## src/rtl/decode_stage_ctrl.sv

```systemverilog
// decode_stage_ctrl: fetch->decode pipeline register sequencing for the RAPID-X core
// Ports:
//   i_clk, i_reset (async, active-low)
//   i_fetch_valid, i_dec_rs1, i_dec_rs2, i_dec_uses_rs2 : fetch/decode side
//   i_ex_load, i_ex_rd, i_ex_busy, i_redirect           : execute side
//   o_pc_en, o_dec_en, o_dec_flush, o_ex_bubble         : combinational pipeline controls
//   o_dec_valid, o_stall_count                          : registered slot validity and stall counter
module decode_stage_ctrl #(
  parameter int FLUSH_CYCLES = 2,
  parameter int REG_W = 5,
  parameter int CNT_W = 8
) (
  input  logic             i_clk,
  input  logic             i_reset,
  input  logic             i_fetch_valid,
  input  logic [REG_W-1:0] i_dec_rs1,
  input  logic [REG_W-1:0] i_dec_rs2,
  input  logic             i_dec_uses_rs2,
  input  logic             i_ex_load,
  input  logic [REG_W-1:0] i_ex_rd,
  input  logic             i_ex_busy,
  input  logic             i_redirect,
  output logic             o_pc_en,
  output logic             o_dec_en,
  output logic             o_dec_flush,
  output logic             o_ex_bubble,
  output logic             o_dec_valid,
  output logic [CNT_W-1:0] o_stall_count
);
  typedef enum logic {RUN, FLUSH} state_e;
  state_e state_q, state_d;
  logic [3:0] flush_cnt_q, flush_cnt_d;
  logic dec_valid_q, dec_valid_d;
  logic [CNT_W-1:0] stall_q, stall_d;
  logic lu_hazard;
  assign lu_hazard = dec_valid_q & i_ex_load & (i_ex_rd != '0) &
                     ((i_ex_rd == i_dec_rs1) | (i_dec_uses_rs2 & (i_ex_rd == i_dec_rs2)));
  always_comb begin
    state_d = state_q;
    flush_cnt_d = flush_cnt_q;
    o_pc_en = 1'b1;
    o_dec_en = 1'b0;
    o_dec_flush = 1'b0;
    o_ex_bubble = 1'b0;
    if (!i_reset) begin
      o_pc_en = 1'b0;
      o_dec_flush = 1'b1;
      o_ex_bubble = 1'b1;
    end else if (i_redirect) begin
      o_dec_flush = 1'b1;
      o_ex_bubble = 1'b1;
      state_d = FLUSH;
      flush_cnt_d = 4'(FLUSH_CYCLES);
    end else if (i_ex_busy) begin
      o_pc_en = 1'b0;
    end else if (state_q == FLUSH) begin
      o_dec_flush = 1'b1;
      o_ex_bubble = 1'b1;
      flush_cnt_d = flush_cnt_q - 4'd1;
      state_d = (flush_cnt_q == 4'd1) ? RUN : FLUSH;
    end else if (lu_hazard) begin
      o_pc_en = 1'b0;
      o_ex_bubble = 1'b1;
    end else begin
      o_dec_en = 1'b1;
      o_ex_bubble = ~dec_valid_q;
    end
  end
  // pc_en is low exactly on load-use and busy cycles, which are the counted stalls
  assign dec_valid_d = o_dec_flush ? 1'b0 : o_dec_en ? i_fetch_valid : dec_valid_q;
  assign stall_d = (!o_pc_en && stall_q != '1) ? stall_q + CNT_W'(1) : stall_q;
  always_ff @(posedge i_clk or negedge i_reset) begin
    if (!i_reset) begin
      state_q <= RUN;
      flush_cnt_q <= 4'd0;
      dec_valid_q <= 1'b0;
      stall_q <= '0;
    end else begin
      state_q <= state_d;
      flush_cnt_q <= flush_cnt_d;
      dec_valid_q <= dec_valid_d;
      stall_q <= stall_d;
    end
  end
  assign o_dec_valid = dec_valid_q;
  assign o_stall_count = stall_q;
endmodule

```

## config.mk

```make
export PLATFORM = sky130hd
export DESIGN_NAME = decode_stage_ctrl
export DESIGN_NICKNAME = d
export VERILOG_FILES = /design/src/rtl/decode_stage_ctrl.sv
export SDC_FILE = /design/constraint.sdc
export NUM_CORES = 1
export LEC_CHECK = 0
export CAP_MARGIN = 20
export CELL_PAD_IN_SITES_DETAIL_PLACEMENT = 2
export CELL_PAD_IN_SITES_GLOBAL_PLACEMENT = 2
export CORE_UTILIZATION = 22
export DETAILED_ROUTE_END_ITERATION = 12
export PLACE_DENSITY = 0.84
export REMOVE_ABC_BUFFERS = 1
export SKIP_LAST_GASP = 1
export SYNTH_ARGS = -nofsm -noshare
export SYNTH_HDL_FRONTEND = slang
export SYNTH_SLANG_ARGS = --single-unit
```

## constraint.sdc

```tcl
create_clock -name i_clk -period 1.8 [get_ports i_clk]
set_input_delay 0.36 -clock i_clk [delete_from_list [all_inputs] [get_ports i_clk]]
set_output_delay 0.36 -clock i_clk [all_outputs]
set_load 0.1 [all_outputs]
```

==> impl_metrics.tcl <==
set metrics [dict create \
    hold_path.class "input port to async pin" \
    n_fill_cell 415 \
    crit_family "simple AND/OR/NAND/NOR gates" \
    rr_startpoint "o_stall_count[0]" \
    cts_buffer_depth 2 \
    hold_ws_ps 236 \
    h-tree-depth 1 \
    diodes 0 \
    cts_num_sinks 14 \
    failed_checks "setup timing" \
    outcome "complete, but fails checks" \
    peakVddDrop_v 0.000754 \
    initial_core_util_pct 22.9 \
    layout_common_cells "buf_4, dfrtp_1, buf_12, xor2_1, buf_6" \
    drc 0 \
    rr_worst_depth 6 \
    tightest_slew_ps 263 \
    synth-seq-cells 14 \
    rsz0062_at_grt "yes" \
    wl_mm 3.75 \
    slowest_delay_ps 510 \
    hold_viol_final 0 \
    fin_area_mm2 0.00184 \
    crit_fanout 2 \
    crit_required_ps 1440 \
    postRouteAntennaNets 0 \
    setup_ws_ps -370 \
    clock_latency_ps 250 \
    yosys_warnings 0 \
    slew_headroom_pct 82.3 \
    regArea_um2 350 \
    r2r-end "o_stall_count[1]" \
    fmax_ghz 0.461 \
    clk_pin_slew_ps 60 \
    rows 23 \
    synth.distinct_cells 33 \
    grt_max_degree 13 \
    viasPerCell 4.69 \
    firstDrtPassIters 2 \
    p_total_w 0.00236 \
    dpl.hpwl_mm 2.81 \
    synth.avg_cell_area_um2 9.28 \
    core_mm2 0.00397 \
    clock_skew_ps 4.18 \
    grt_pass1_vias 1170 \
    max_cap_violations 0 \
    slew_viol_final 0 \
    die_x_um 66.3 \
    setup_violations 10 \
    area_growth_pct 103 \
    utilization_pct 46.4 \
    power_leakage_nw 0.850 \
    end_kind "primary output" \
    postSynthCellCount 98 \
    cts_buffers 3 \
    fin_crit_ps 2170 \
    port_buffers 34 \
    die_area_mm2 0.00440 \
    mappedNetlistArea_um2 910 \
    period_share_pct 121 \
    gr-usage-all-layers_pct 17.5 \
    grt-ovfl-total 0 \
    multi_input_area_um2 654 \
    ios 35 \
    drt_iter0_markers 24 \
    finalNetCount 189 \
    seq_area_frac_synth_pct 38.5 \
    cts_tree "yes" \
    drive_above_1_share_pct 47.9 \
    cts_root_buf "clkbuf_8" \
    path_cells "buf_6 > or4_1 > o211ai_1 > nor2_2 > nor3b_2 > o21ai_2 > clkbuf_16" \
    start_kind "input port" \
    antenna_found_initial 0 \
    crit_buf_inv 2 \
    powerDensity_mw_per_mm2 1280 \
    grt_first_pass_wirelength_mm 5.72 \
    vias 999 \
    wire_per_inst_um 17.6 \
    routabilityCongestion 0.803 \
    r2r_setup_slack_ps -20 \
    mostFrequentLayoutCell "buf_4" \
    crit_arrival_ps 1810 \
    die_y_um 66.3 \
    place_area_mm2 0.00163 \
    critical_path.slowest_cell "or4_1" \
    worstSetupPathType "input port to primary output" \
]
[power by group]
part | internal (W) | switching, W
logic | 0.000612 | 0.000946
registers | 0.000412 | 0.0000743
clock network | 0.000194 | 0.000121
[logic make-up after synthesis]
| family | share of synthesized area [%] |
|---|---|
| multiplexers | 1.24 |
| flip-flops | 38.5 |
| AO/OA/AOI/OAI | 12.1 |
| XOR/XNOR | 16.4 |
| adder cells (fa/ha/maj) | 4.13 |
| AND/OR/NAND/NOR | 23.5 |
| buffers and inverters | 4.13 |
[metrics by stage]
stage	setup TNS [ps]	std cells	worst slack (ps)
5_1_grt	-2700	213	-457
2_1_floorplan	-7610	95	-2110
6_report	-1580	213	-370
3_5_place_dp	-8750	207	-848
4_1_cts	-2280	213	-448
3_3_place_gp	-7940	207	-797
[state kept, by name, indices dropped and copies added (netlist names)]
| register | count |
|---|---|
| flush_cnt_q | 4 |
| o_dec_valid | 1 |
| o_stall_count | 8 |
| state_q | 1 |
[worst max-delay path by stage]
stage                        endpoint  slack [ps]   startpoint  cells after the start
after global placement        o_pc_en        -800   i_ex_rd[2]                      7
after global routing      o_ex_bubble        -460   i_ex_rd[0]                      8
final                     o_ex_bubble        -370   i_ex_rd[1]                      7
after floorplan           o_ex_bubble       -2110  o_dec_valid                      4
after CTS                 o_ex_bubble        -450   i_ex_rd[1]                      9
after detailed placement      o_pc_en        -850   i_ex_rd[2]                      7
[synth_stat cells]
library cell,number,area [µm²]
clkbuf_1,2,7.51
xnor2_1,3,26.3
or3_1,1,6.26
a21oi_1,4,20.0
and4_1,1,8.76
nor2_1,8,30.0
a32oi_1,1,8.76
nor3_2,1,10.0
nand3_1,2,10.0
or4_1,1,7.51
a22o_1,1,8.76
o22a_1,1,8.76
mux2_1,1,11.3
o31a_1,1,8.76
nor3b_2,1,12.5
nand2b_1,2,12.5
buf_6,1,11.3
nor2b_1,4,25.0
nor4_2,1,12.5
o211ai_1,1,7.51
nand2_1,7,26.3
ha_1,3,37.5
a31oi_1,2,12.5
inv_1,5,18.8
nand4_1,3,18.8
nor3_1,4,20.0
and3_1,1,6.26
dfrtp_1,14,350
o21ai_0,3,15.0
nor3b_1,1,7.51
o31ai_1,1,7.51
o22ai_1,2,12.5
xor2_1,14,123
[cell type report]
| class | instances | area share, % |
|---|---|---|
| Timing Repair Buffer | 64 | 38.1 |
| Multi-Input combinational cell | 76 | 35.5 |
| Sequential cell | 14 | 19.0 |
| Tap cell | 50 | 3.39 |
| Clock buffer | 4 | 2.99 |
| Inverter | 5 | 1.02 |
[routing by layer]
layer	routed length [µm]	vias to the layer above	global-route usage, %
met4	10	0	5.32
met2	2100	27	32.8
met1	1430	499	19.3
met5	0	-	0
li1	-	471	-
met3	206	2	3.97
[repair_timing]
item                                    in CTS  in global routing
gates resized for setup                     56                 24
hold buffers                                 0                  0
pin swaps                                   21                 18
endpoints found under the setup margin      13                 11
setup buffers                                4                  2
No activity file was read; power rests on OpenSTA's default activity.
